==> src/rtl/divlog_pkg.sv <==
// Shared types and record layout helpers for the divergence logger.
//   state_t      : logger FSM states (IDLE, ARMED, FLUSH)
//   CH_IDX_W     : width of the channel-index field in a log record
//   CYCLE_NUM_W  : width of the free-running bench cycle count
//   LOAD_CNT_W   : width of a per-cycle event count across up to 256 channels
//   log_width()  : record width {cycle, ch_idx, xor}
//   rec_*_lsb()  : field offsets inside a record
package divlog_pkg;

   localparam int unsigned CH_IDX_W    = 8;
   localparam int unsigned CYCLE_NUM_W = 48;
   localparam int unsigned LOAD_CNT_W  = CH_IDX_W + 1;

   typedef enum logic [1:0] {
      IDLE  = 2'd0,
      ARMED = 2'd1,
      FLUSH = 2'd2
   } state_t;

   function automatic int unsigned log_width(input int unsigned cyc_w, input int unsigned data_w);
      return cyc_w + CH_IDX_W + data_w;
   endfunction

   function automatic int unsigned rec_ch_lsb(input int unsigned data_w);
      return data_w;
   endfunction

   function automatic int unsigned rec_cyc_lsb(input int unsigned data_w);
      return data_w + CH_IDX_W;
   endfunction

endpackage

==> src/rtl/divlog_fifo.sv <==
// Synchronous first-word-fall-through FIFO for log records.
// Ports:
//   clock, rst   : rising-edge clock, synchronous active-high reset
//   clr          : synchronous flush (same effect as rst on pointers)
//   push/push_data: write request; accepted when not full or when popping the same cycle
//   pop          : read request; ignored when empty
//   head         : current head record (valid while !empty)
//   full, empty  : occupancy flags
module divlog_fifo
   import divlog_pkg::*;
#(
   parameter int unsigned WIDTH = 72,
   parameter int unsigned DEPTH = 16
) (
   input  logic             clock,
   input  logic             rst,
   input  logic             clr,
   input  logic             push,
   input  logic [WIDTH-1:0] push_data,
   input  logic             pop,
   output logic [WIDTH-1:0] head,
   output logic             full,
   output logic             empty
);

   localparam int unsigned AW = (DEPTH > 1) ? $clog2(DEPTH) : 1;
   localparam int unsigned CW = AW + 1;

   logic [WIDTH-1:0] mem [DEPTH];
   logic [AW-1:0]    wr_ptr;
   logic [AW-1:0]    rd_ptr;
   logic [CW-1:0]    count;
   logic             do_push;
   logic             do_pop;

   assign full    = (count == CW'(DEPTH));
   assign empty   = (count == '0);
   assign do_pop  = pop && !empty;
   // A full FIFO still accepts a write when the head leaves in the same cycle.
   assign do_push = push && (!full || do_pop);
   assign head    = mem[rd_ptr];

   // Storage array, no reset needed: contents are only observed through count.
   always_ff @(posedge clock) begin
      if (do_push) begin
         mem[wr_ptr] <= push_data;
      end
   end

   // Pointers wrap naturally because DEPTH is a power of two.
   always_ff @(posedge clock) begin
      if (rst || clr) begin
         wr_ptr <= '0;
         rd_ptr <= '0;
         count  <= '0;
      end else begin
         if (do_push) begin
            wr_ptr <= wr_ptr + AW'(1);
         end
         if (do_pop) begin
            rd_ptr <= rd_ptr + AW'(1);
         end
         count <= count + CW'(do_push) - CW'(do_pop);
      end
   end

endmodule

==> src/rtl/divergence_logger.sv <==
// Multi-channel golden-vs-injected comparator and mismatch logger.
// While armed and run is high, every channel's golden/injected pair is XOR-compared;
// a diverging channel is snapshotted into its slot, slots drain lowest-channel-first
// into a FWFT log FIFO, and records leave on a valid/ready stream.
// Optional build macro: DIVLOG_SUPPRESS_REPEAT_EN (skip mismatches repeating the
// channel's last-logged xor value).
// Ports:
//   clock, rst         : rising-edge clock, synchronous active-high reset
//   cycle_number       : free-running bench cycle count
//   run                : comparisons enabled while high; arms from IDLE, flushes when low
//   golden, injected   : packed channel data, channel 0 in the LSBs
//   log_valid/ready    : record stream handshake
//   log_data           : {cycle[CYC_W-1:0], ch_idx[7:0], xor[DATA_W-1:0]}, 0 when idle
//   first_div_*        : first divergence since arm (cycle and lowest channel)
//   mismatch_cnt       : captured records (saturating)
//   drop_cnt           : mismatches lost to a busy slot (saturating)
//   done               : one-cycle pulse when a flush completes
module divergence_logger
   import divlog_pkg::*;
#(
   parameter int unsigned NUM_CH     = 4,
   parameter int unsigned DATA_W     = 32,
   parameter int unsigned CYC_W      = 32,
   parameter int unsigned FIFO_DEPTH = 16,
   parameter int unsigned CNT_W      = 16
) (
   input  logic                             clock,
   input  logic                             rst,
   input  logic [CYCLE_NUM_W-1:0]           cycle_number,
   input  logic                             run,
   input  logic [NUM_CH*DATA_W-1:0]         golden,
   input  logic [NUM_CH*DATA_W-1:0]         injected,
   output logic                             log_valid,
   input  logic                             log_ready,
   output logic [CYC_W+CH_IDX_W+DATA_W-1:0] log_data,
   output logic                             first_div_valid,
   output logic [CYCLE_NUM_W-1:0]           first_div_cycle,
   output logic [CH_IDX_W-1:0]              first_div_ch,
   output logic [CNT_W-1:0]                 mismatch_cnt,
   output logic [CNT_W-1:0]                 drop_cnt,
   output logic                             done
);

   localparam int unsigned      LOG_W   = log_width(CYC_W, DATA_W);
   localparam int unsigned      SUM_W   = CNT_W + LOAD_CNT_W;
   localparam logic [CNT_W-1:0] CNT_MAX = '1;

   typedef struct packed {
      logic              full;
      logic [CYC_W-1:0]  cyc;
      logic [DATA_W-1:0] x;
   } slot_t;

   state_t                state;
   state_t                state_nxt;
   logic                  arm;
   logic                  done_nxt;

   slot_t                 slots [NUM_CH];
   logic [DATA_W-1:0]     x [NUM_CH];
   logic [NUM_CH-1:0]     mismatch;
   logic [NUM_CH-1:0]     capture;
   logic [NUM_CH-1:0]     load;
   logic [NUM_CH-1:0]     drop;
   logic [NUM_CH-1:0]     drain_sel;
   logic [NUM_CH-1:0]     drain_now;
   logic                  any_full;
   logic                  any_mismatch;
   logic [CH_IDX_W-1:0]   first_ch_c;

   logic [LOG_W-1:0]      drain_rec;
   logic [LOG_W-1:0]      fifo_head;
   logic                  fifo_full;
   logic                  fifo_empty;
   logic                  fifo_pop;

   logic [LOAD_CNT_W-1:0] n_load;
   logic [LOAD_CNT_W-1:0] n_drop;
   logic [SUM_W-1:0]      mc_sum;
   logic [SUM_W-1:0]      dc_sum;
   logic [CNT_W-1:0]      mc_nxt;
   logic [CNT_W-1:0]      dc_nxt;

   // Per-channel compare, enabled only while armed and running.
   always_comb begin
      mismatch     = '0;
      any_mismatch = 1'b0;
      first_ch_c   = '0;
      for (int unsigned c = 0; c < NUM_CH; c++) begin
         x[c]        = golden[c*DATA_W +: DATA_W] ^ injected[c*DATA_W +: DATA_W];
         mismatch[c] = (state == ARMED) && run && (|x[c]);
         if (mismatch[c] && !any_mismatch) begin
            first_ch_c   = CH_IDX_W'(c);
            any_mismatch = 1'b1;
         end
      end
   end

`ifdef DIVLOG_SUPPRESS_REPEAT_EN
   logic [DATA_W-1:0] last_x [NUM_CH];

   // A repeat of the last-logged value is neither captured nor counted.
   always_comb begin
      capture = '0;
      for (int unsigned c = 0; c < NUM_CH; c++) begin
         capture[c] = mismatch[c] && (x[c] != last_x[c]);
      end
   end

   // Last-logged value follows captures; a clean compare forgets it.
   always_ff @(posedge clock) begin
      if (rst || arm) begin
         for (int unsigned c = 0; c < NUM_CH; c++) begin
            last_x[c] <= '0;
         end
      end else if ((state == ARMED) && run) begin
         for (int unsigned c = 0; c < NUM_CH; c++) begin
            if (x[c] == '0) begin
               last_x[c] <= '0;
            end else if (load[c]) begin
               last_x[c] <= x[c];
            end
         end
      end
   end
`else
   assign capture = mismatch;
`endif

   // Fixed-priority drain select: lowest full slot wins while the FIFO has room.
   always_comb begin
      drain_sel = '0;
      any_full  = 1'b0;
      drain_rec = '0;
      for (int unsigned c = 0; c < NUM_CH; c++) begin
         if (slots[c].full && !any_full) begin
            drain_sel[c] = 1'b1;
            any_full     = 1'b1;
            drain_rec    = {slots[c].cyc, CH_IDX_W'(c), slots[c].x};
         end
      end
      drain_now = fifo_full ? '0 : drain_sel;
   end

   // Slot load/drop decisions; a slot draining this cycle can reload without a drop.
   always_comb begin
      load   = '0;
      drop   = '0;
      n_load = '0;
      n_drop = '0;
      for (int unsigned c = 0; c < NUM_CH; c++) begin
         load[c] = capture[c] && (!slots[c].full || drain_now[c]);
         drop[c] = capture[c] && slots[c].full && !drain_now[c];
         n_load  = n_load + LOAD_CNT_W'(load[c]);
         n_drop  = n_drop + LOAD_CNT_W'(drop[c]);
      end
   end

   // Saturating counter updates (several channels may count in one cycle).
   always_comb begin
      mc_sum = SUM_W'(mismatch_cnt) + SUM_W'(n_load);
      dc_sum = SUM_W'(drop_cnt) + SUM_W'(n_drop);
      mc_nxt = (mc_sum > SUM_W'(CNT_MAX)) ? CNT_MAX : mc_sum[CNT_W-1:0];
      dc_nxt = (dc_sum > SUM_W'(CNT_MAX)) ? CNT_MAX : dc_sum[CNT_W-1:0];
   end

   // FSM next state; arm clears session state, done marks the end of a flush.
   always_comb begin
      state_nxt = state;
      arm       = 1'b0;
      done_nxt  = 1'b0;
      case (state)
         IDLE: begin
            if (run) begin
               state_nxt = ARMED;
               arm       = 1'b1;
            end
         end
         ARMED: begin
            if (!run) begin
               state_nxt = FLUSH;
            end
         end
         FLUSH: begin
            if (!any_full && fifo_empty) begin
               state_nxt = IDLE;
               done_nxt  = 1'b1;
            end
         end
         default: state_nxt = IDLE;
      endcase
   end

   // State register and done pulse.
   always_ff @(posedge clock) begin
      if (rst) begin
         state <= IDLE;
         done  <= 1'b0;
      end else begin
         state <= state_nxt;
         done  <= done_nxt;
      end
   end

   // Channel snapshot slots.
   always_ff @(posedge clock) begin
      if (rst || arm) begin
         for (int unsigned c = 0; c < NUM_CH; c++) begin
            slots[c] <= '0;
         end
      end else begin
         for (int unsigned c = 0; c < NUM_CH; c++) begin
            if (load[c]) begin
               slots[c] <= {1'b1, cycle_number[CYC_W-1:0], x[c]};
            end else if (drain_now[c]) begin
               slots[c].full <= 1'b0;
            end
         end
      end
   end

   // Statistics and first-divergence capture.
   always_ff @(posedge clock) begin
      if (rst || arm) begin
         mismatch_cnt    <= '0;
         drop_cnt        <= '0;
         first_div_valid <= 1'b0;
         first_div_cycle <= '0;
         first_div_ch    <= '0;
      end else begin
         mismatch_cnt <= mc_nxt;
         drop_cnt     <= dc_nxt;
         if (!first_div_valid && any_mismatch) begin
            first_div_valid <= 1'b1;
            first_div_cycle <= cycle_number;
            first_div_ch    <= first_ch_c;
         end
      end
   end

   divlog_fifo #(
      .WIDTH (LOG_W),
      .DEPTH (FIFO_DEPTH)
   ) u_fifo (
      .clock     (clock),
      .rst       (rst),
      .clr       (arm),
      .push      (|drain_now),
      .push_data (drain_rec),
      .pop       (fifo_pop),
      .head      (fifo_head),
      .full      (fifo_full),
      .empty     (fifo_empty)
   );

   assign log_valid = !fifo_empty;
   assign fifo_pop  = log_valid && log_ready;
   assign log_data  = log_valid ? fifo_head : '0;

endmodule
==> config.mk <==
export PLATFORM = sky130hd
export DESIGN_NAME = divergence_logger
export DESIGN_NICKNAME = d
export VERILOG_FILES = /design/src/rtl/divlog_pkg.sv /design/src/rtl/divlog_fifo.sv /design/src/rtl/divergence_logger.sv
export SDC_FILE = /design/constraint.sdc
export NUM_CORES = 1
export LEC_CHECK = 0
export CAP_MARGIN = 0
export CORE_MARGIN = 3
export CORE_UTILIZATION = 49
export CTS_BUF_LIST = sky130_fd_sc_hd__clkbuf_4 sky130_fd_sc_hd__clkbuf_8
export DETAILED_ROUTE_END_ITERATION = 8
export PLACE_DENSITY = 0.75
export SLEW_MARGIN = 25
export SYNTH_ARGS = -nofsm -noshare
export SYNTH_HDL_FRONTEND = slang
export SYNTH_SLANG_ARGS = --single-unit
==> constraint.sdc <==
create_clock -name clock -period 5.9 [get_ports clock]
set_input_delay 0.59 -clock clock [delete_from_list [all_inputs] [get_ports clock]]
set_output_delay 0.59 -clock clock [all_outputs]
set_load 0.005 [all_outputs]
==> results of run 1 <==
[state kept, by name, summed over array words and instances (netlist names), named ones only]
name	count
u_fifo.rd_ptr	4
drop_cnt	16
mismatch_cnt	16
u_fifo.wr_ptr	4
first_div_valid	1
u_fifo.count	5
slots	260
done	1
state	2
first_div_ch	2
first_div_cycle	48
u_fifo.mem	1056
[worst max-delay path by stage]
stage               startpoint          endpoint  cells past startpoint
2_1_floorplan  u_fifo.count[2]  u_fifo.mem[7][0]                      7
3_3_place_gp      injected[78]       drop_cnt[0]                     15
3_5_place_dp      injected[81]       drop_cnt[2]                     15
4_1_cts                   flop      log_data[42]                      5
5_1_grt           injected[81]       drop_cnt[0]                     15
6_report          injected[93]       drop_cnt[0]                     15
[metal layers]
layer	track usage [%]	vias to the layer above	wire length (um)
met4	7.074	0	3555
met1	32.81	16000	56040
met2	37.30	1621	68340
li1	-	13310	-
met3	4.761	222	12350
met5	0	-	0
[area by class of cell]
cell class	count	area share (%)
antenna	6	0.02203
clock buffer	282	5.052
clock inverter	97	1.050
inverter	31	0.1707
multi-input combinational	1427	21.33
sequential	1419	61.03
tap	1512	2.776
timing repair buffer	584	8.570
[cells in the final DEF, fill, tap and decap left out, types with 5 or more instances in the layout]
cell,netlist,routed
o21ai_0,69,53
clkinv_8,0,5
mux4_2,330,330
nor2_4,0,14
xor2_1,17,17
inv_1,30,29
a21oi_1,42,42
clkbuf_4,0,70
and2_1,198,198
o21ai_1,0,8
bufinv_16,0,8
clkbuf_8,0,212
dfxtp_1,103,99
buf_4,15,100
fa_1,7,7
clkinv_1,0,52
clkdlybuf4s50_1,0,458
nand2b_1,8,8
clkinv_2,0,24
nand3_1,15,15
a22oi_1,128,128
nand4_1,41,41
ha_1,13,13
nor4_1,10,10
edfxtp_1,1316,1316
nor2_1,173,159
nand2_1,130,127
o21ai_2,0,8
nor3_1,11,7
mux2i_1,51,51
buf_12,0,22
conb_1,1,12
xnor2_1,140,140
diode_2,0,6
[worst max-delay path: cells and delay by family]
family          cells  cell delay (ps)
buf+inv             2              520
simple gates        7             2280
fa+ha+maj           3              860
compound gates      2              600
xor+xnor            1              520
[stage by stage]
step | instances | hold WS, ps | area (sq um)
after floorplan | 3057 | 454.4 | 56820
after global placement | 4969 | 442.9 | 63880
after detailed placement | 4972 | 452.0 | 63940
after CTS | 5351 | 180.7 | 68100
after global routing | 5353 | 238.2 | 68140
final | 5358 | 264.0 | 68150
[kinds of logic (layout without fill, tap and decap cells)]
kind of cell | count (synthesis) | in the layout | share of synthesized area [%]
AO/OA/AOI/OAI | 252 | 252 | 2.890
XOR/XNOR | 157 | 157 | 2.423
adder cells (fa/ha/maj) | 20 | 20 | 0.5334
buffers and inverters | 211 | 994 | 1.596
flip-flops | 1419 | 1419 | 73.25
multiplexers | 381 | 381 | 13.99
other | 1 | 18 | 0.006607
AND/OR/NAND/NOR | 605 | 605 | 5.306
[where the power goes]
group / internal (uW) / switching (uW)
combinational: 2180 / 2200
sequential: 11700 / 163
clock: 4150 / 3680
total: 18100 / 6040
==> impl_metrics.tcl, run 1 <==
set metrics [dict create \
    antenna_found_initial 7 \
    cts_sinks 1419 \
    worst_pin_slew_ps 1056 \
    pre_cts_slack_ps 568.2 \
    status "complete, no violations" \
    whs_path_depth 3 \
    synthToLayoutAreaGrowth_pct 20.07 \
    async_reset_ff_share_pct 0 \
    rrSetupSlack_ps 1800 \
    io_buffers 458 \
    start_kind "input port" \
    slew_viol_final 0 \
    grt_use_total_pct 23.35 \
    arrival_ps 5380 \
    critical_path_class "in2reg" \
    rr_endpoint "mismatch_cnt[8]" \
    crit_path_max_fanout 13 \
    synthesis.area_sq_um 56760 \
    cts_resized 0 \
    fin_skew_ps 52.85 \
    fin_crit_sh_pct 78.54 \
    layout_min_cycle_time_ps 4634 \
    setup_ws_ps 1266 \
    yosysUniqueCellTypes 44 \
    reg2reg_depth 15 \
    synth.top_cell.area_share_pct 69.62 \
    drt_iter0_drc 3679 \
    clockBufferDepth 3 \
    io_pins 471 \
    die_area_sq_um 120000 \
    cp-end-kind "flop" \
    cts_root_buf "clkbuf_8" \
    synthCells 3046 \
    cts_max_level 4 \
    setup_viol 0 \
    tns_ps 0 \
    grt_pass1_wl_mm 207.8 \
    clock_latency_ps 870 \
    rsz0062_at_grt "false" \
    num_vias 31150 \
    seq_area_frac_synth_pct 73.25 \
    synth_area_leaders "edfxtp_1 (70%), mux4_2 (13%), dfxtp_1 (3.6%)" \
    core-area_sq_um 114700 \
    seq_area_sq_um 41590 \
    grt_overflow_total 0 \
    yosysTopAreaCell "edfxtp_1" \
    worstReg2RegStart "u_fifo.count[2]" \
    cts_buffers 206 \
    synth_ff_type "edfxtp_1" \
    slew_headroom_pct 29.10 \
    place_hpwl_mm 83.55 \
    gp_congestion 0.8697 \
    ctsHoldBuffers 0 \
    p_total_uw 24110 \
    finalHoldViolCount 0 \
    fill_cells 8165 \
    synth.most_common_cell "edfxtp_1" \
    synth_common_cells "edfxtp_1 (1,316), mux4_2 (330), and2_1 (198), nor2_1 (173), xnor2_1 (140)" \
    hp-class "in2reg" \
    crit_path_max_incr_delay_ps 720 \
    firstDrtPassIters 6 \
    fmax_mhz 215.8 \
    die_w_um 346.4 \
    wire_per_inst_um 26.18 \
    clkTransAtPathRegs_ps 60 \
    synth-seq-cells 1419 \
    synth.avg_cell_area_sq_um 18.63 \
    grt_pass1_vias 32170 \
    antenna_left 0 \
    cp_slowest_cell "nor4_1" \
    fp-row-count 124 \
    leakage_uw 0.02250 \
    yosysWarnings 0 \
    max-cap-violations 0 \
    cts_setup_buffers 0 \
    nets 3997 \
    routed_wl_mm 140.3 \
    worstPathCellList "clkdlybuf4s50_1 > xnor2_1 > nand4_1 > nor4_1 > a21oi_1 > nand3_1 > fa_1 > inv_1 > fa_1 > fa_1 > nand3_1 > nor3_1 > and3_1 > nand3_1 > a21oi_1" \
    worstHoldStart "cycle_number[35]" \
    multi_input_area_sq_um 14530 \
    grt_max_degree 100 \
    cts_tree "done" \
    via_per_inst 5.813 \
    remaining_drc_errors 0 \
    min_to "first_div_cycle[35]" \
    initial_core_util_pct 49.51 \
    ir_drop_mv 0.2105 \
    powerDensity_nw_per_um2 353.7 \
    drive_above_1_share_pct 21.43 \
    synth_edf_count 1316 \
    cp.required_ps 6650 \
    post-route-util_pct 59.44 \
    dieHeight_um 346.4 \
]
(Power assumes the default switching activity.)
==> inputs of run 2 (changes only) <==
- PLACE_DENSITY: 0.75 -> 0.72
- clock period: 5.9 -> 4.36 ns (I/O delays scaled with it)
==> run 2 against run 1 <==
Global-route usage is 0.23 points higher. Utilization rose by 0.70 points. Via count rose by 0.49%. Sequential power is 35% higher. Clock-buffer cell count increased by 36. Non-clock buffer count up 92. Combinational power rose by 38%. Die area unchanged. Largest power group unchanged.
==> impl_metrics.tcl, run 2 (synthesis results as in run 1) <==
set metrics [dict create \
    cts_buffers 215 \
    initial_core_util_pct 49.51 \
    layout_min_cycle_time_ps 4116 \
    placedInstanceArea_sq_um 64710 \
    cts_sinks 1419 \
    grt_pass1_vias 32470 \
    largest-register "u_fifo.mem" \
    reg.largest.list "u_fifo.mem (1056), slots (260), first_div_cycle (48)" \
    clkTransAtPathRegs_ps 60 \
    routed_wl_mm 140.7 \
    largest_reg_flops 1056 \
    hp-class "in2reg" \
    antenna_found_initial 4 \
    rrSetupSlack_ps 630 \
    rr_endpoint "mismatch_cnt[12]" \
    clockPowerShare_pct 32.5 \
    firstDrtPassIters 5 \
    worst_pin_slew_ps 961.7 \
    slew_viol_final 0 \
    p_int_uw 24560 \
    p_comb_share_pct 18.4 \
    seq_area_sq_um 41590 \
    place_hpwl_mm 84.91 \
    cts_root_buf "clkbuf_8" \
    grt_overflow_total 0 \
    min_to "first_div_cycle[36]" \
    wire_per_inst_um 25.78 \
    ir_drop_mv 0.2794 \
    finalHoldViolCount 0 \
    max-cap-violations 0 \
    worstReg2RegStart "u_fifo.count[2]" \
    post-route-cell-area_sq_um 68950 \
    fin_skew_ps 46.76 \
    swShare_pct 25.06 \
    status "complete, no violations" \
    worstHoldStart "cycle_number[36]" \
    die_w_um 346.4 \
    ctsHoldBuffers 0 \
    powerDensity_nw_per_um2 475.4 \
    final_common_cell "edfxtp_1" \
    cts_resized 0 \
    whs_path_depth 3 \
    slew_headroom_pct 35.89 \
    rsz0062_at_grt "false" \
    drt_iter0_drc 3537 \
    tns_ps 0 \
    clockBufferDepth 3 \
    synthToLayoutAreaGrowth_pct 21.47 \
    p_switching_uw 8214 \
    grt_max_degree 137 \
    io_pins 471 \
    clock_latency_ps 880 \
    start_kind "flop" \
    final_cell_mix "edfxtp_1 (1,316), clkdlybuf4s50_1 (458), mux4_2 (330)" \
    fp-row-count 124 \
    cts_setup_buffers 0 \
    drive_above_1_share_pct 23.42 \
    setup_viol 0 \
    remaining_drc_errors 0 \
    nets 4098 \
    num_vias 31300 \
    cp.required_ps 3920 \
    io_buffers 458 \
    pwr-share-seq_pct 49.1 \
    crit_path_max_fanout 53 \
    core-area_sq_um 114700 \
    critical_path_class "reg2out" \
    fmax_mhz 243.0 \
    gp_congestion 0.8438 \
    via_per_inst 5.736 \
    reg2reg_depth 16 \
    antenna_left 0 \
    leakage_uw 0.02301 \
    dieHeight_um 346.4 \
    cts_max_level 4 \
    fill_cells 8258 \
    die_area_sq_um 120000 \
    fin_crit_sh_pct 94.40 \
    cp-end-kind "output port" \
    multi_input_area_sq_um 14510 \
    arrival_ps 3680 \
    grt_pass1_wl_mm 210.3 \
    cts_tree "done" \
    grt_use_total_pct 23.58 \
]
## run 2: cell types whose count changed in the layout (fill, tap and decap cells not counted), moves of 6 or more
cell       before  now
bufinv_16       8    1
o21ai_2         8    2
buf_12         22   30
clkbuf_4       70   91
buf_4         100  188
clkbuf_8      212  227
clkinv_2       24    7
## run 2: critical path: stages, from the launching register on
cell,delay [ps]
dfxtp_4,610
buf_12,420
mux4_2,580
mux4_2,520
and2_1,190
clkdlybuf4s50_1,470
## run 2: layout make-up
| type | instances | area share [%] |
|---|---|---|
| flip-flops and latches | 1419 | 60.33 |
| diodes | 3 | 0.01089 |
| inverters | 31 | 0.1688 |
| well taps | 1512 | 2.744 |
| repair buffers | 676 | 9.567 |
| clock buffers | 318 | 5.522 |
| multi-input cells | 1427 | 21.05 |
| clock inverters | 70 | 0.6134 |
## run 2: how the worst max path moves through the flow
stage                    startpoint  slack, ps  cells past startpoint          endpoint
floorplan           u_fifo.count[2]       -380                      7  u_fifo.mem[7][0]
global placement       injected[71]       -440                     17   mismatch_cnt[1]
detailed placement     injected[71]       -470                     17   mismatch_cnt[1]
CTS                            flop         60                      5      log_data[21]
global route                   flop         30                      5      log_data[21]
finish                         flop        240                      5      log_data[22]
## run 2: stage by stage
step / hold slack, ps / setup slack, ps / util, % / std cells / power [uW]
after global routing: 76.87 / 26.99 / 60.14 / 5456 / 34090
final: 122.9 / 244.0 / 60.14 / 5456 / 32780
after global placement: 443.2 / -441.2 / 56.44 / 5065 / 22430
after floorplan: 454.4 / -381.2 / - / 3057 / 19690
after CTS: 38.62 / 56.61 / 60.13 / 5453 / 33100
after detailed placement: 450.7 / -474.9 / 56.44 / 5065 / 22530
## run 2: routing by layer
layer | vias up | share of wire (%) | GRT usage, %
met4 | 0 | 2.1 | 6.357
met1 | 16000 | 41 | 33.87
li1 | 13530 | - | -
met3 | 212 | 9.0 | 4.692
met2 | 1555 | 48 | 37.34
met5 | - | 0 | 0
## run 2: power by group through the flow
stage                     logic [uW]  clock network, uW  registers, uW
after global placement          6080                  0          16300
final                           6040              10600          16100
after detailed placement        6150                  0          16400
after global routing            6480              11500          16200
after CTS                       6160              10800          16100
after floorplan                 3370                  0          16300
